--- config.mk ---
export PLATFORM = sky130hd
export DESIGN_NAME = stage_memory
export DESIGN_NICKNAME = d
export VERILOG_FILES = /design/src/rtl/pipeline_signals_pkg.sv /design/src/rtl/stage_memory_load_store_align.sv /design/src/rtl/stage_memory.sv
export SDC_FILE = /design/constraint.sdc
export NUM_CORES = 1
export LEC_CHECK = 0
export ABC_AREA = 1
export ABC_CLOCK_PERIOD_IN_PS = 3050
export CAP_MARGIN = 0
export CORE_ASPECT_RATIO = 1.25
export CORE_MARGIN = 2
export CORE_UTILIZATION = 42
export DETAILED_ROUTE_END_ITERATION = 12
export GPL_TIMING_DRIVEN = 0
export HOLD_SLACK_MARGIN = 0.02
export PLACE_DENSITY = 0.87
export SETUP_SLACK_MARGIN = 0.4
export SYNTH_ARGS = -nofsm -noshare
export SYNTH_HDL_FRONTEND = slang
export SYNTH_SLANG_ARGS = --single-unit
export TNS_END_PERCENT = 5
--- constraint.sdc ---
create_clock -name i_Clock -period 3.05 [get_ports i_Clock]
set_input_delay 0.305 -clock i_Clock [delete_from_list [all_inputs] [get_ports i_Clock]]
set_output_delay 0.305 -clock i_Clock [all_outputs]
set_load 0.05 [all_outputs]
--- src/rtl/pipeline_signals_pkg.sv ---
// Pipeline control types and constants shared by the MEM stage and its
// load/store alignment helper.
package pipeline_signals;

    // Memory-side control carried in the EX/MEM pipeline register
    typedef struct packed {
        logic       MemRead;
        logic       MemWrite;
        logic [1:0] MemWidth;
        logic       MemUnsigned;
    } MEM_Control_t;

    // Writeback-side control carried through to MEM/WB
    typedef struct packed {
        logic RegWrite;
        logic MemToReg;
    } WB_Control_t;

    localparam logic [1:0] MEMWIDTH_B = 2'd0;
    localparam logic [1:0] MEMWIDTH_H = 2'd1;
    localparam logic [1:0] MEMWIDTH_W = 2'd2;

    // Data-memory handshake progress
    typedef enum logic [1:0] {
        MEM_IDLE = 2'd0,
        MEM_REQ  = 2'd1,
        MEM_RESP = 2'd2
    } mem_state_t;

    // True when the control word asks for any data-memory access
    function automatic logic is_mem_op(input MEM_Control_t ctrl);
        return ctrl.MemRead | ctrl.MemWrite;
    endfunction

endpackage

--- src/rtl/stage_memory_load_store_align.sv ---
// Combinational lane handling for the data-memory port: byte enables,
// store-data replication, load extraction/extension and alignment check.
module load_store_align
    import pipeline_signals::*;
(
    input  MEM_Control_t mem_control,
    input  logic [1:0]   byte_offset,
    input  logic [31:0]  store_value,
    input  logic [31:0]  load_word,
    output logic [3:0]   byte_en,
    output logic [31:0]  write_data,
    output logic [31:0]  load_value,
    output logic         misaligned
);

    logic [31:0] load_shifted;

    // Widen an 8-bit lane to 32 bits, signed or unsigned
    function automatic logic [31:0] extend_byte(input logic [7:0] value, input logic zero_ext);
        return zero_ext ? {24'h0, value} : {{24{value[7]}}, value};
    endfunction

    // Widen a 16-bit lane to 32 bits, signed or unsigned
    function automatic logic [31:0] extend_half(input logic [15:0] value, input logic zero_ext);
        return zero_ext ? {16'h0, value} : {{16{value[15]}}, value};
    endfunction

    // Byte enables and replicated store data; width 3 is treated as a word
    always_comb begin
        byte_en    = 4'b1111;
        write_data = store_value;
        case (mem_control.MemWidth)
            MEMWIDTH_B: begin
                byte_en    = 4'b0001 << byte_offset;
                write_data = {4{store_value[7:0]}};
            end
            MEMWIDTH_H: begin
                byte_en    = 4'b0011 << byte_offset;
                write_data = {2{store_value[15:0]}};
            end
            default: begin
                byte_en    = 4'b1111;
                write_data = store_value;
            end
        endcase
    end

    // Move the addressed lane down to bit 0 before extension
    assign load_shifted = load_word >> {byte_offset, 3'b000};

    // Extract and extend the loaded lane
    always_comb begin
        load_value = load_shifted;
        case (mem_control.MemWidth)
            MEMWIDTH_B: load_value = extend_byte(load_shifted[7:0], mem_control.MemUnsigned);
            MEMWIDTH_H: load_value = extend_half(load_shifted[15:0], mem_control.MemUnsigned);
            default:    load_value = load_shifted;
        endcase
    end

    // Halfwords need even addresses, words need 4-byte alignment
    always_comb begin
        misaligned = 1'b0;
        if (is_mem_op(mem_control)) begin
            case (mem_control.MemWidth)
                MEMWIDTH_B: misaligned = 1'b0;
                MEMWIDTH_H: misaligned = byte_offset[0];
                default:    misaligned = |byte_offset;
            endcase
        end
    end

endmodule

--- src/rtl/stage_memory.sv ---
// MEM stage of the RV32I pipeline: drives the valid/ready data-memory port,
// stalls upstream while a transaction is outstanding and registers MEM/WB.
module stage_memory
    import pipeline_signals::*;
#(
    parameter int TIMEOUT_CYCLES = 0
) (
    input  logic         i_Clock,
    input  logic         i_Reset_n,
    input  MEM_Control_t i_MEM_Control,
    input  WB_Control_t  i_WB_Control,
    input  logic [31:0]  i_AluOutput,
    input  logic [31:0]  i_rs2Value,
    output logic         o_Stall,
    output logic         o_DMem_Valid,
    output logic         o_DMem_Write,
    output logic [31:0]  o_DMem_Addr,
    output logic [3:0]   o_DMem_ByteEn,
    output logic [31:0]  o_DMem_WData,
    input  logic         i_DMem_Ready,
    input  logic         i_DMem_RspValid,
    input  logic [31:0]  i_DMem_RData,
    output WB_Control_t  o_WB_Control,
    output logic [31:0]  o_AluOutput,
    output logic [31:0]  o_MemReadData,
    output logic         o_Misaligned,
    output logic         o_BusError
);

    localparam bit               TIMEOUT_EN = (TIMEOUT_CYCLES > 0);
    localparam int               CNT_W      = TIMEOUT_EN ? $clog2(TIMEOUT_CYCLES + 1) : 1;
    localparam logic [CNT_W-1:0] CNT_LIMIT  = CNT_W'(TIMEOUT_CYCLES);

    mem_state_t       state_q;
    mem_state_t       state_d;
    logic [CNT_W-1:0] tmo_cnt_q;
    logic             timeout_hit;

    logic             mem_op;
    logic             misaligned;
    logic [31:0]      load_value;

    logic             stall;
    logic             dmem_valid;
    logic             bubble;
    logic             retire_load;
    logic             misalign_evt;
    logic             timeout_evt;

    WB_Control_t      wb_ctrl_p1;
    logic [31:0]      alu_out_p1;
    logic [31:0]      mem_rdata_p1;
    logic             misaligned_p1;
    logic             bus_err_p1;

    assign mem_op = is_mem_op(i_MEM_Control);

    load_store_align u_align (
        .mem_control (i_MEM_Control),
        .byte_offset (i_AluOutput[1:0]),
        .store_value (i_rs2Value),
        .load_word   (i_DMem_RData),
        .byte_en     (o_DMem_ByteEn),
        .write_data  (o_DMem_WData),
        .load_value  (load_value),
        .misaligned  (misaligned)
    );

    // The counter saturates at the limit, so a read accepted exactly on the
    // limit cycle still times out on its first RESP cycle without data.
    assign timeout_hit = TIMEOUT_EN && (state_q != MEM_IDLE) && (tmo_cnt_q == CNT_LIMIT);

    // Handshake state register
    always_ff @(posedge i_Clock or negedge i_Reset_n) begin
        if (!i_Reset_n) begin
            state_q <= MEM_IDLE;
        end else begin
            state_q <= state_d;
        end
    end

    // Count cycles spent waiting in REQ/RESP; cleared whenever IDLE is involved
    always_ff @(posedge i_Clock or negedge i_Reset_n) begin
        if (!i_Reset_n) begin
            tmo_cnt_q <= '0;
        end else if (!TIMEOUT_EN || state_q == MEM_IDLE || state_d == MEM_IDLE) begin
            tmo_cnt_q <= '0;
        end else if (tmo_cnt_q != CNT_LIMIT) begin
            tmo_cnt_q <= tmo_cnt_q + CNT_W'(1);
        end
    end

    // Next state, port valid, stall and retire qualifiers; a completing
    // handshake takes priority over a timeout in the same cycle
    always_comb begin
        state_d      = state_q;
        dmem_valid   = 1'b0;
        stall        = 1'b0;
        bubble       = 1'b0;
        retire_load  = 1'b0;
        misalign_evt = 1'b0;
        timeout_evt  = 1'b0;
        case (state_q)
            MEM_IDLE: begin
                if (misaligned) begin
                    misalign_evt = 1'b1;
                    bubble       = 1'b1;
                end else if (mem_op) begin
                    dmem_valid = 1'b1;
                    if (!i_DMem_Ready) begin
                        state_d = MEM_REQ;
                        stall   = 1'b1;
                    end else if (!i_MEM_Control.MemWrite) begin
                        state_d = MEM_RESP;
                        stall   = 1'b1;
                    end
                end
            end
            MEM_REQ: begin
                dmem_valid = 1'b1;
                if (i_DMem_Ready) begin
                    if (i_MEM_Control.MemWrite) begin
                        state_d = MEM_IDLE;
                    end else begin
                        state_d = MEM_RESP;
                        stall   = 1'b1;
                    end
                end else if (timeout_hit) begin
                    state_d     = MEM_IDLE;
                    timeout_evt = 1'b1;
                    bubble      = 1'b1;
                end else begin
                    stall = 1'b1;
                end
            end
            MEM_RESP: begin
                if (i_DMem_RspValid) begin
                    state_d     = MEM_IDLE;
                    retire_load = 1'b1;
                end else if (timeout_hit) begin
                    state_d     = MEM_IDLE;
                    timeout_evt = 1'b1;
                    bubble      = 1'b1;
                end else begin
                    stall = 1'b1;
                end
            end
            default: begin
                state_d = MEM_IDLE;
            end
        endcase
    end

    assign o_Stall      = stall;
    assign o_DMem_Valid = dmem_valid;
    assign o_DMem_Write = i_MEM_Control.MemWrite;
    assign o_DMem_Addr  = {i_AluOutput[31:2], 2'b00};

    // ---- MEM -> WB boundary (_p1) ----
    // Stalled cycles insert a bubble and hold data; event flags are one-cycle pulses
    always_ff @(posedge i_Clock or negedge i_Reset_n) begin
        if (!i_Reset_n) begin
            wb_ctrl_p1    <= '0;
            alu_out_p1    <= '0;
            mem_rdata_p1  <= '0;
            misaligned_p1 <= 1'b0;
            bus_err_p1    <= 1'b0;
        end else begin
            misaligned_p1 <= misalign_evt;
            bus_err_p1    <= timeout_evt;
            if (stall) begin
                wb_ctrl_p1 <= '0;
            end else begin
                wb_ctrl_p1 <= bubble ? WB_Control_t'('0) : i_WB_Control;
                alu_out_p1 <= i_AluOutput;
                if (retire_load) begin
                    mem_rdata_p1 <= load_value;
                end
            end
        end
    end

    assign o_WB_Control  = wb_ctrl_p1;
    assign o_AluOutput   = alu_out_p1;
    assign o_MemReadData = mem_rdata_p1;
    assign o_Misaligned  = misaligned_p1;
    assign o_BusError    = bus_err_p1;

endmodule

### Yosys cells after proc, flatten, opt, wreduce, memory -nomap -nowiden

Cells that the tools add are included.

| word-level totals | value |
|---|---|
| input bits | 107 |
| flip-flop bits (word level) | 69 |
| output and inout port bits | 139 |

| cells by class | value |
|---|---|
| reduce and logical (&&, ||, !) cells | 5 |
| bitwise logic cells | 2 |
| multiplexer cells | 30 |
| equality and inequality tests | 8 |
| shift operators | 3 |

Operators with widths:

| kind | count |
|---|---|
| 32-bit case mux with 2 select lines | 2 |
| 32-bit 2-to-1 mux | 2 |
| 32-bit by 5-bit right shift with 32-bit output | 1 |
| 2-bit 2-to-1 mux | 9 |
| 1-bit 2-to-1 mux | 12 |
| 2-bit != test, second input constant | 4 |
| 4-bit case mux with 2 select lines | 1 |
| 2-bit case mux with 3 select lines | 1 |
| 5-bit AND reduction | 1 |
| 2-bit by 1-bit equality test with 1-bit output, second input constant | 2 |
| 2-bit logical NOT | 2 |
| 1-bit case mux with 2 select lines | 2 |
| 1-bit by 2-bit left shift with 4-bit output, first input constant | 1 |
| 2-bit by 2-bit left shift with 4-bit output, first input constant | 1 |
| 3-bit != test, second input constant | 1 |
| 1-bit case mux with 3 select lines | 1 |
| 2-bit equality test, second input constant | 1 |
| 2-bit AND reduction | 1 |
| 2-bit OR reduction | 1 |
| 1-bit NOT | 1 |
| 1-bit bitwise OR | 1 |

### Depth between registers and ports, before layout

Gate-level depths: netlist of run 1.

| logic depth | value |
|---|---|
| depth in word-level cells | 7 |
| mapped depth | 10 |

### Hierarchy

A second synthesis of run 1 with hierarchy kept.

| second synthesis, totals | value |
|---|---|
| cells, all modules | 610 |
| area total of the unflattened synthesis | 4322.9 um2 |

Modules (own cells, without submodules):

| module | instances | cells each | area an instance (um2) |
|---|---|---|---|
| stage_memory | 1 | 351 | 3081.7 |
| load_store_align | 1 | 259 | 1241.2 |

### Worst setup path before layout of run 1

No wires, ideal clock.

| timing | value |
|---|---|
| path type | input to output |
| start point | input i_AluOutput[1] |
| end point | output o_DMem_ByteEn[3] |
| stages | 4 |
| arrival time | 1.862 ns |
| buffers on the path | 2 |
| slack | 0.883 ns |
| data required time | 2.745 ns |
| cell sequence | buf_2 inv_2 clkbuf_1 o21ai_0 |

| on the way | value |
|---|---|
| cells in the longest elaborated chain, start to end | 2 |
| elaborated cells between the ends (all ways) | 3 |
| classes of those cells | shift (2); mux (1) |

RTL lines:

| what | line | RTL |
|---|---|---|
| start, declared | stage_memory.sv:12 | `input logic [31:0] i_AluOutput,` |
| 2-bit by 2-bit left shift with 4-bit output or 1-bit by 2-bit left shift with 4-bit output (tied branches) | stage_memory_load_store_align.sv:38, stage_memory_load_store_align.sv:34 |  |
| 4-bit case mux with 2 select lines * | stage_memory_load_store_align.sv:32 | `case (mem_control.MemWidth)` |
| end, declared | stage_memory.sv:18 | `output logic [3:0] o_DMem_ByteEn,` |

Mark *: on every way between the ends. The rest lies on a longest branch, timed or not.

### Worst setup path in the final report of run 1

| timing | value |
|---|---|
| start point | input i_MEM_Control[1] in the netlist's numbering |
| end point | output o_DMem_WData[30] |

| on the way | value |
|---|---|
| cells in the longest elaborated chain, start to end | 2 |
| elaborated cells between the ends (all ways) | 3 |
| classes of those cells | eq/ne (1); mux (1); reduce/logical (1) |

RTL lines:

| what | line | RTL |
|---|---|---|
| start, declared | stage_memory.sv:10 | `input MEM_Control_t i_MEM_Control,` |
| 2-bit by 1-bit equality test with 1-bit output or 2-bit logical NOT (tied branches) | stage_memory_load_store_align.sv:32 |  |
| 32-bit case mux with 2 select lines * | stage_memory_load_store_align.sv:32 |  |
| end, declared | stage_memory.sv:19 | `output logic [31:0] o_DMem_WData,` |

Marks and branches as above.

==> out/results.ini, run 1 <==
[clocking]
hold_buffers=0
ctsRootBufferMaster=clkbuf_16
cts_sinks=69
post_cts_resized=1
post-cts-setup-buffer-count=0
path_clk_slew_ns=0.06
ctsHtreeMaxLevel=3
cts_buffer_depth=2
cts_tree=done
clk_latency_ns=0.33
cts-buffers-inserted=9

[sta]
slew_viol_final=0
max_slew_margin_pct=41.58
finClkSkew_ns=0.006024
fmax_mhz=347.4
finalSetupTns_ns=0
report.final.hold_viol_count=0
post-route-period-util_pct=94.38
rsz0062_at_grt=true
tightest_slew_ns=0.8762
setup-violations-final=0
period_needed_ns=2.879

[worst_setup_path]
critical_path_class=input pin to output port
cp-end-kind=output port
r2r_cells=6
worst_ep_arrival_time_ns=2.57
crit_path_cell_trace=clkdlybuf4s50_1, nor2_4, clkbuf_1, nand2_1, o211ai_1, clkdlybuf4s50_1
cp_max_fo=10
cp.buffers_inverters=3
worstPathRequired_ns=2.74
critical_path_depth=6
start_kind=input pin
max_stage_delay_ns=0.84
crit_top_cell=clkdlybuf4s50_1
slowest_stage=clkdlybuf4s50_1
critPathTopFamily=buffers and inverters

[power]
power.static_leakage_nw=3.622
ir_worst_vdd_mv=0.6206
power_density_nw_per_um2=941.4

[final_layout]
areaGrowthSynthToFinish_pct=65.40
stdcell_count=1010
insertedDiodeCount=0
nNetsFinal=983
drive_gt1_share_pct=11.92

[drt]
drtAntennaViolNets=0
drc_errors=0
drtIter0Drc=234
wl_per_cell_um=14.33
avgViaCountPerCell=4.751
num_vias=4799
routed_wl_um=14480
first_pass_iters=5

[synthesis]
synth_edf_count=0
yosysWarnings=0
ys.flop_type=dfrtp_1
ys_seq_elements=69
yosysMostFrequentCell=nand2_1
synth_area_leader_cell=dfrtp_1
avgSynthCellArea_um2=7.000
synth.distinct_cells=27
yosysSeqAreaShare_pct=39.66
synthTopCellsByCount=256 x nand2_1, 69 x dfrtp_1, 69 x nand3_1
synth_area_um2=4354
syn_inst=622
synth_async_sr_flop_share_pct=100.0
synth_area_leaders=dfrtp_1 40%, nand2_1 22%, nand3_1 7.9%
yosysTopAreaCellShare_pct=39.66

[floorplan]
die_h_um=117.8
die_area_um2=11200
die_x_um=95.07
io_pins=246
core_um2=10110
rows=41
initial_core_util_pct=43.09

[global_routing]
grt_pass1_vias=4909
antenna_found_initial=0
grt_max_degree=70
grt_pass1_wl_um=23020
grtUsageTotal_pct=26.21
grt_overflow=0

[placement]
hpwl_um=11490
portBuffers=241
dp.cells=994
gp_congestion=0.9177

[worst_hold_path]
min_path_type=input pin to async pin

[status]
outcome=complete, no violations

[run]
cap_violations=0

per-layer routing:
metal / share of wire [%] / wire length (um) / vias up / global-route usage (%)
met5: 0 / 0 / - / 0
met2: 50 / 7290 / 211 / 45.42
met3: 8.3 / 1204 / 37 / 7.746
met1: 38 / 5556 / 2131 / 29.30
li1: - / - / 2420 / -
met4: 2.9 / 423 / 0 / 10.87
report_power, final:
group	internal (W)	switching, W
Clock	0.000545	0.000400
Sequential	0.00136	0.000238
Combinational	0.00141	0.00282
cells in the final DEF (no fill, tap or decap):
| cell type | count |
|---|---|
| nand2_1 | 256 |
| clkdlybuf4s50_1 | 238 |
| nand3_1 | 69 |
| dfrtp_1 | 69 |
| inv_1 | 47 |
| buf_4 | 46 |
| o211ai_1 | 22 |
| nor2_1 | 21 |
| buf_2 | 15 |
| or2_1 | 14 |
| o21ai_0 | 13 |
| a21oi_1 | 10 |
| clkbuf_1 | 9 |
| clkbuf_16 | 9 |
| inv_2 | 5 |
| buf_6 | 5 |
| clkinv_2 | 5 |
| nand2_2 | 4 |
| nand3_2 | 4 |
| or2_2 | 3 |
| conb_1 | 3 |
| nor2_2 | 2 |
| clkinv_4 | 2 |
| nor2_4 | 1 |
| buf_1 | 1 |
| o21ai_2 | 1 |
| a21boi_2 | 1 |
| nand2_4 | 1 |
| nand3_4 | 1 |
| nor3_1 | 1 |
| nand3b_1 | 1 |
| dlymetal6s2s_1 | 1 |
| dlygate4sd2_1 | 1 |
worst paths after layout:
check	slack, ns	endpoint	startpoint
min in group i_Clock	0.40	o_MemReadData[7]$_DFFE_PN0P_	i_AluOutput[1]
max in group asynchronous	2.38	o_AluOutput[30]$_DFFE_PN0N_	i_Reset_n
worst min-delay path	0.08	o_MemReadData[21]$_DFFE_PN0P_	i_Reset_n
worst max register to register	1.41	o_MemReadData[3]$_DFFE_PN0P_	state_q[0]$_DFFE_PN0P_
worst max-delay path	0.17	o_DMem_WData[30]	i_MEM_Control[1]
worst min register to register	0.47	o_AluOutput[9]$_DFFE_PN0N_	o_AluOutput[9]$_DFFE_PN0N_
sequential cells by signal, indices dropped and copies added, names as in the netlist:
| signal | cells |
|---|---|
| o_AluOutput | 32 |
| o_MemReadData | 32 |
| o_Misaligned | 1 |
| o_WB_Control | 2 |
| state_q | 2 |
final cells by class:
class,instances,area (um^2)
buffer,75,506.7
clock buffer,9,225.2
clock inverter,7,42.54
fill,814,2904
inverter,52,195.2
multi-input combinational,428,1933
sequential,69,1727
tap,129,161.4
timing repair buffer,241,2411
cell families (layout without fill, tap and decap cells):
| family | count (synthesis) | after routing | share of synthesized area (%) |
|---|---|---|---|
| and+or+nand+nor | 378 | 378 | 37.24 |
| buffers and inverters | 127 | 384 | 16.12 |
| DFF | 69 | 69 | 39.66 |
| AOI/OAI and AO/OA | 47 | 47 | 6.897 |
| other | 1 | 3 | 0.08612 |
through the flow:
stage | setup slack (ns) | utilization, % | area (um^2) | hold slack, ns | power (W)
final | 0.1715 | 71.26 | 7202 | 0.08013 | 0.006780
after global routing | 0.04732 | 71.26 | 7202 | 0.1643 | 0.007140
after CTS | 0.2124 | 71.24 | 7199 | 0.1280 | 0.006836
after detailed placement | 0.2135 | 68.60 | 6933 | 0.4578 | 0.005865
after global placement | -0.6725 | 68.63 | 6935 | 0.4532 | 0.005806
after floorplan | 0.8831 | - | 4362 | 0.009409 | 0.004367
No activity file was read; power rests on OpenSTA's default activity.
==> run 2: changes to the inputs <==
CORE_MARGIN = 4   (was 2)
==> out/results.ini, run 2 (same netlist as run 1, synthesis figures left out) <==
[sta]
fmax_mhz=348.6  ; +0.34%
setup-violations-final=0  ; unchanged
finalSetupTns_ns=0  ; unchanged
rsz0062_at_grt=true
timing.hold.ws_ns=0.08130  ; +0.001170 ns
slew_viol_final=0  ; unchanged
finClkSkew_ns=0.01156  ; +0.005540 ns
post-route-period-util_pct=94.06  ; -0.32 points
tightest_slew_ns=0.8671  ; -0.009160 ns
report.final.hold_viol_count=0  ; unchanged
max_slew_margin_pct=42.20  ; +0.61 points
period_needed_ns=2.869  ; -0.009698 ns

[clocking]
cts_sinks=69  ; unchanged
post-cts-setup-buffer-count=0  ; unchanged
ctsRootBufferMaster=clkbuf_16
cts_buffer_depth=2  ; unchanged
ctsHtreeMaxLevel=3  ; unchanged
path_clk_slew_ns=0.06  ; about the same
hold_buffers=0  ; unchanged
clk_latency_ns=0.34  ; about the same
cts_tree=done
cts-buffers-inserted=9  ; unchanged

[final_layout]
drive_gt1_share_pct=11.92  ; unchanged
fin_area_um2=7208  ; about the same
insertedDiodeCount=0  ; unchanged
areaGrowthSynthToFinish_pct=65.55  ; about the same
most-common-layout-cells=256 x nand2_1, 237 x clkdlybuf4s50_1, 69 x nand3_1, 69 x dfrtp_1, 47 x inv_1
nFillCells=825  ; +1.4%
nNetsFinal=983  ; unchanged
layout_commonest_cell=nand2_1

[worst_setup_path]
worstPathRequired_ns=2.74  ; about the same
start_kind=input pin
critical_path_class=input pin to output port
r2r_cells=6  ; unchanged
worst_ep_arrival_time_ns=2.56  ; about the same
cp-end-kind=output port
cp_max_fo=10  ; unchanged

[drt]
wl_per_cell_um=15.28  ; +6.6%
drc_errors=0  ; unchanged
routed_wl_um=15440  ; +6.6%
avgViaCountPerCell=4.855  ; +2.2%
drtIter0Drc=222  ; -5.1%
num_vias=4904  ; +2.2%
drtAntennaViolNets=0  ; unchanged
first_pass_iters=5  ; unchanged

[floorplan]
initial_core_util_pct=43.09  ; unchanged
core_um2=10110  ; unchanged
rows=41  ; unchanged
die_area_um2=12070  ; +7.7%
die_x_um=99.07  ; +4.2%
io_pins=246  ; unchanged
die_h_um=121.8  ; +3.4%

[global_routing]
grtUsageTotal_pct=25.21  ; -1.0 points
antenna_found_initial=0  ; unchanged
grt_pass1_vias=4807  ; -2.1%
grt_max_degree=70  ; unchanged
grt_overflow=0  ; unchanged
grt_pass1_wl_um=24020  ; +4.3%

[power]
ir_worst_vdd_mv=0.6752  ; +8.8%
power_density_nw_per_um2=948.3  ; +0.74%
power.static_leakage_nw=3.612  ; -0.28%

[worst_hold_path]
min_path_type=input pin to async pin

[placement]
hpwl_um=12260  ; +6.7%
portBuffers=241  ; unchanged
place_area_um2=6933  ; unchanged
gp_congestion=0.9232  ; +0.60%

[status]
outcome=complete, no violations

[run]
cap_violations=0  ; unchanged

run 2: what timing repair did:
action | 4_1_cts | 5_1_grt
setup endpoints to repair | 21 | 25
resized for setup | 2 | 1
pin swaps | 0 | 0
run 2: per-stage QoR:
step / util (%) / std cells / worst slack, ns / total power [W]
after floorplan: - / 624 / 0.8831 / 0.004367
after global placement: 68.63 / 994 / -0.7366 / 0.005816
after detailed placement: 68.60 / 994 / 0.06037 / 0.005887
after CTS: 71.30 / 1010 / 0.2231 / 0.006882
after global routing: 71.33 / 1010 / 0.07270 / 0.007206
final: 71.33 / 1010 / 0.1812 / 0.006836
run 2: final timing paths:
path / from / endpoint / slack [ns]
max in group asynchronous: i_Reset_n / state_q[1]$_DFFE_PN0P_ / 2.39
hold reg to reg: o_AluOutput[31]$_DFFE_PN0N_ / o_AluOutput[31]$_DFFE_PN0N_ / 0.47
setup / recovery: i_MEM_Control[1] / o_DMem_WData[29] / 0.18
min in group i_Clock: i_AluOutput[1] / o_MemReadData[7]$_DFFE_PN0P_ / 0.39
setup reg to reg: state_q[0]$_DFFE_PN0P_ / o_MemReadData[5]$_DFFE_PN0P_ / 1.39
hold / removal: i_Reset_n / o_MemReadData[4]$_DFFE_PN0P_ / 0.08
run 2: power breakdown:
| group | internal, W | leakage, nW | switching [W] |
|---|---|---|---|
| logic | 0.00141 | 2.64 | 0.00284 |
| clock network | 0.000551 | 0.128 | 0.000423 |
| registers | 0.00136 | 0.840 | 0.000248 |
run 2: worst max-delay path, cell delays in order:
cell             delay [ns]
clkdlybuf4s50_1        0.52
nor2_4                 0.27
clkbuf_1               0.38
nand2_1                0.12
o211ai_1               0.12
clkdlybuf4s50_1        0.84
run 2: final cells by class:
type | instances | area (um^2) | share of cell area, %
plain buffers | 75 | 506.7 | 7.030
flip-flops and latches | 69 | 1727 | 23.95
repair buffers | 241 | 2410 | 33.43
well taps | 129 | 161.4 | 2.239
clock buffers | 9 | 225.2 | 3.124
multi-input cells | 428 | 1933 | 26.82
inverters | 52 | 195.2 | 2.708
clock inverters | 7 | 50.05 | 0.6943
run 2: metal layers:
metal / GRT usage (%) / routed length (um)
met1: 29.04 / 5929
met2: 44.87 / 7750
met3: 6.873 / 1268
met4: 8.625 / 488
met5: 0 / 0
==> run 3: changes to the inputs <==
GPL_ROUTABILITY_DRIVEN = 0   (was unset)
==> out/results.ini, run 3 (same netlist as run 1, synthesis figures left out) <==
[placement]
hpwl_um=12020  ; -1.9%
place_area_um2=6933  ; unchanged
portBuffers=241  ; unchanged
pre_cts_ws_ns=0.05827  ; -0.002092 ns
dp.cells=994  ; unchanged

[drt]
num_vias=4908  ; +0.082%
first_pass_iters=5  ; unchanged
drtAntennaViolNets=0  ; unchanged
drtIter0Drc=227  ; +2.3%
avgViaCountPerCell=4.859  ; about the same
routed_wl_um=15190  ; -1.6%
wl_per_cell_um=15.04  ; -1.6%
drc_errors=0  ; unchanged

[worst_hold_path]
min_path_type=input pin to async pin

[clocking]
path_clk_slew_ns=0.06  ; about the same
cts_buffer_depth=2  ; unchanged
post-cts-setup-buffer-count=0  ; unchanged
clk_latency_ns=0.33  ; about the same
ctsHtreeMaxLevel=3  ; unchanged
cts_sinks=69  ; unchanged
cts_tree=done
ctsRootBufferMaster=clkbuf_16
hold_buffers=0  ; unchanged
cts-buffers-inserted=9  ; unchanged

[final_layout]
seqCellArea_um2=1727  ; unchanged
stdcell_count=1010  ; unchanged
layout_commonest_cell=nand2_1
nNetsFinal=983  ; unchanged
insertedDiodeCount=0  ; unchanged
drive_gt1_share_pct=11.92  ; unchanged
utilization_pct=71.56  ; +0.24 points
nFillCells=808  ; -2.1%
most-common-layout-cells=256 x nand2_1, 237 x clkdlybuf4s50_1, 69 x nand3_1, 69 x dfrtp_1, 47 x inv_1
multi_input_area_um2=1933  ; unchanged
areaGrowthSynthToFinish_pct=66.09
fin_area_um2=7232  ; +0.33%

[floorplan]
die_h_um=121.8  ; unchanged
core_um2=10110  ; unchanged
io_pins=246  ; unchanged
initial_core_util_pct=43.09  ; unchanged
rows=41  ; unchanged
die_x_um=99.07  ; unchanged
die_area_um2=12070  ; unchanged

[worst_setup_path]
critical_path_class=input pin to output port
start_kind=input pin
worst_ep_arrival_time_ns=2.54  ; -0.02 ns
worstPathRequired_ns=2.74  ; about the same
cp_max_fo=10  ; unchanged
cp-end-kind=output port

[sta]
max_slew_margin_pct=40.46  ; -1.7 points
timing.hold.ws_ns=0.09494  ; +0.01364 ns
finClkSkew_ns=0.005172  ; -0.006391 ns
report.final.hold_viol_count=0  ; unchanged
post-route-period-util_pct=93.42  ; -0.64 points
rsz0062_at_grt=true
fin_ws_ns=0.2008  ; +0.01965 ns
slew_viol_final=0  ; unchanged
setup-violations-final=0  ; unchanged
period_needed_ns=2.849  ; -0.01965 ns
tightest_slew_ns=0.8931  ; +0.02599 ns
fmax_mhz=351.0  ; +0.69%

[run]
cap_violations=0  ; unchanged

[global_routing]
grtUsageTotal_pct=25.09  ; -0.12 points
grt_pass1_wl_um=24180  ; +0.69%
grt_pass1_vias=4924  ; +2.4%
grt_max_degree=70  ; unchanged
antenna_found_initial=0  ; unchanged
grt_overflow=0  ; unchanged

[power]
ir_worst_vdd_mv=0.7386  ; +9.4%
power_density_nw_per_um2=954.0  ; +0.60%
power.static_leakage_nw=3.630  ; +0.50%

[status]
outcome=complete, no violations

## run 3: cell count changes in the layout (fill, tap and decap cells not counted), sizes merged
cell,before,now
clkinvlp,3,1
bufinv,0,1
clkinv,3,4
## run 3: layer usage
metal	track usage (%)	share of wire (%)	up-vias	routed length, um
li1	-	-	2416	-
met1	29.85	38	2229	5766
met2	42.82	50	229	7631
met3	6.873	8.9	34	1356
met4	10.08	2.9	0	437
met5	0	0	-	0
## run 3: layout make-up
cell class	count	area share, %
multi-input combinational	428	26.73
timing repair buffer	241	33.32
sequential	69	23.88
buffer	75	7.007
inverter	52	2.699
clock inverter	7	1.021
tap	129	2.232
clock buffer	9	3.114
## run 3: final timing paths
check / startpoint / endpoint / slack [ns] / cells after the start
worst max-delay path: i_AluOutput[0] / o_DMem_ByteEn[3] / 0.20 / 6
worst min-delay path: i_Reset_n / o_MemReadData[18]$_DFFE_PN0P_ / 0.09 / 1
worst max register to register: state_q[0]$_DFFE_PN0P_ / o_MemReadData[5]$_DFFE_PN0P_ / 1.35 / 6
worst min register to register: o_AluOutput[28]$_DFFE_PN0N_ / o_AluOutput[28]$_DFFE_PN0N_ / 0.47 / 2
max in group asynchronous: i_Reset_n / o_WB_Control[0]$_DFF_PN0_ / 2.37 / 1
min in group i_Clock: i_AluOutput[1] / o_MemReadData[7]$_DFFE_PN0P_ / 0.38 / 4
## run 3: repair_timing
item	CTS	global route
endpoints found under the hold margin	0	0
resized for setup	2	1
endpoints found under the setup margin	18	25
## run 3: where the power goes
group	switching [W]	leakage, nW	internal (W)	total [W]
sequential	0.000239	0.840	0.00136	0.00160
combinational	0.00284	2.64	0.00141	0.00425
clock	0.000414	0.146	0.000635	0.00105
## run 3: through the flow
stage / TNS (ns) / power [W]
4_1_cts: 0 / 0.006954
5_1_grt: 0 / 0.007269
2_1_floorplan: 0 / 0.004367
6_report: 0 / 0.006899
3_3_place_gp: -48.71 / 0.005813
3_5_place_dp: 0 / 0.005878
## run 3: worst max-delay path, stage by stage
cell and delay (ns):
clkdlybuf4s50_1 0.61, buf_4 0.22, buf_2 0.28, a21oi_1 0.10
o21ai_0 0.18, clkdlybuf4s50_1 0.85
==> edit: new RTL, flow settings as in run 1 <==
The 3 states of `mem_state_t` get a one-hot encoding in 3 bits.
--- a/src/rtl/pipeline_signals_pkg.sv
+++ b/src/rtl/pipeline_signals_pkg.sv
@@ -21,10 +21,10 @@
     localparam logic [1:0] MEMWIDTH_W = 2'd2;
 
     // Data-memory handshake progress
-    typedef enum logic [1:0] {
-        MEM_IDLE = 2'd0,
-        MEM_REQ  = 2'd1,
-        MEM_RESP = 2'd2
+    typedef enum logic [2:0] {
+        MEM_IDLE = 3'b001,
+        MEM_REQ  = 3'b010,
+        MEM_RESP = 3'b100
     } mem_state_t;
 
     // True when the control word asks for any data-memory access
Function: no difference found for any inputs over 10 cycles, from zero or initial values and one cycle with i_Reset_n low; not proved beyond that.
==> edit against run 1 <==
  * Via count down 0.13%
  * Worst setup slack better by 0.048 ns
  * Die area up 0.83%
  * Synthesized cell count up 0.48%
  * Non-clock buffer count unchanged
  * Clock skew down 0.00087 ns
  * First-iteration DRC count up 6.8%
  * Synthesized area up 0.86%
  * Final area up 0.82%
  * Wire length up 2.1%
  * Sequential cell count up 1
  * Power down 15%
  * Critical path type unchanged
==> edit: results (changes against run 1) <==
power_and_ir_drop:
  p_leak_nw: 3.725  # was 3.622 nW
  p_comb_w: 0.00325  # was 0.00423 W
  pwr-share-clk_pct: 18.2  # was 13.9%
  power.switching_w: 0.002781  # was 0.003462 W
  ir_worst_vdd_mv: 0.5821  # was 0.6206 mV
synthesis:
  yosysUniqueCellTypes: 25  # was 27
  muxShareOfSynthArea_pct: 0  # unchanged
  ys_top_cells_by_area: "dfrtp_1 39%, nand2_1 24%, buf_4 7.5%, nand3_1 6.4%, o21ai_0 3.8%"  # was dfrtp_1 40%, nand2_1 22%, nand3_1 7.9%, buf_4 7.8%, inv_1 4.1%
  seq_area_frac_synth_pct: 39.91  # was 39.66%
  yosys-top-cells-count: "283 x nand2_1, 69 x dfrtp_1, 56 x nand3_1"  # was 256 x nand2_1, 69 x dfrtp_1, 69 x nand3_1
  synth-compound-area-share_pct: 5.926  # was 6.897%
timing:
  fmax_ghz: 0.3533  # was 0.3474 GHz
  relSlewSlack_pct: 41.40  # was 41.58%
  skew_ns: 0.005150  # was 0.006024 ns
detailed_routing:
  drtIter0Drc: 250  # was 234
  wl_per_cell_um: 14.61  # was 14.33 um
  drt-vias-per-instance: 4.736  # was 4.751
  first_pass_iters: 8  # was 5
final_layout:
  antennaDiodeCount: 0  # unchanged
  fin_nets: 985  # was 983
  drive_gt1_share_pct: 13.02  # was 11.92%
critical_path:
  timing.reg2reg.setup_slack_ns: 1.50  # was 1.41 ns
  critPathMaxFanout: 10  # unchanged
  cp_slowest_cell: "clkdlybuf4s50_1"  # unchanged
  worstPathArrival_ns: 2.53  # was 2.57 ns
clock_network:
  post_cts_resized: 1  # unchanged
  cts_buffers: 9  # unchanged
  worstSkewPairLatency_ns: 0.33  # about the same
global_routing:
  grt_pass1_wl_um: 23480  # was 23020 um
  grt_pass1_vias: 4611  # was 4909
  grt_max_degree: 71  # was 70
  track_usage_pct: 26.51  # was 26.21%
outcome:
  status: "completed"  # unchanged
place:
  pre_cts_slack_ns: 0.2163  # was 0.2135 ns
  dp_hpwl_um: 11620  # was 11490 um
  place_area_mm2: 0.006960  # was 0.006933 mm2
  port_buffers: 240  # was 241
  gp_congestion: 0.9213  # was 0.9177
edit: cell types whose count changed in the layout (fill, tap and decap cells not counted), moves of 6 or more:
cell	change
or2_1	-14
nand3_1	-13
nand2_1	+27
a21oi_1	-8
nand3_2	+10
o211ai_1	-14
o21ai_0	+20
inv_1	-6
edit: path summary, 6_finish.rpt:
| check | from | endpoint | cells past startpoint |
|---|---|---|---|
| worst max-delay path | i_MEM_Control[2] | o_DMem_WData[29] | 8 |
| worst min-delay path | i_Reset_n | o_AluOutput[6] | 1 |
| worst max register to register | state_q[0] | o_MemReadData[25] | 5 |
| worst min register to register | o_AluOutput[22] | o_AluOutput[22] | 2 |
| max in group asynchronous | i_Reset_n | o_MemReadData[1] | 1 |
| min in group i_Clock | o_AluOutput[22] | o_AluOutput[22] | 2 |
edit: worst max-delay path: cells and delay by family:
kind | cells | cell delay, ns
and+or+nand+nor | 2 | 0.23
buffers and inverters | 5 | 1.91
AOI/OAI and AO/OA | 1 | 0.08
edit: layer usage:
metal,vias up,wire (um),global-route usage [%],part of all wire (%)
li1,2423,-,-,-
met1,2160,5802,32.24,39
met2,181,7641,45.47,52
met3,29,883,5.672,6.0
met4,0,456,9.554,3.1
met5,-,0,0,0
edit: through the flow:
step	hold slack, ns	instances	total power, W
final	0.08940	1012	0.005766
after CTS	0.1225	1012	0.005796
after detailed placement	0.4572	996	0.004733
after global routing	0.1609	1012	0.006043
after global placement	0.4528	996	0.004700
after floorplan	0.009409	627	0.003537
edit: cell type report:
class / count / area (um2)
Buffer: 76 / 524.3
Clock buffer: 10 / 229.0
Clock inverter: 6 / 70.07
Fill cell: 823 / 2897
Inverter: 47 / 176.4
Multi-Input combinational cell: 434 / 1946
Sequential cell: 70 / 1753
Tap cell: 129 / 161.4
Timing Repair Buffer: 240 / 2401
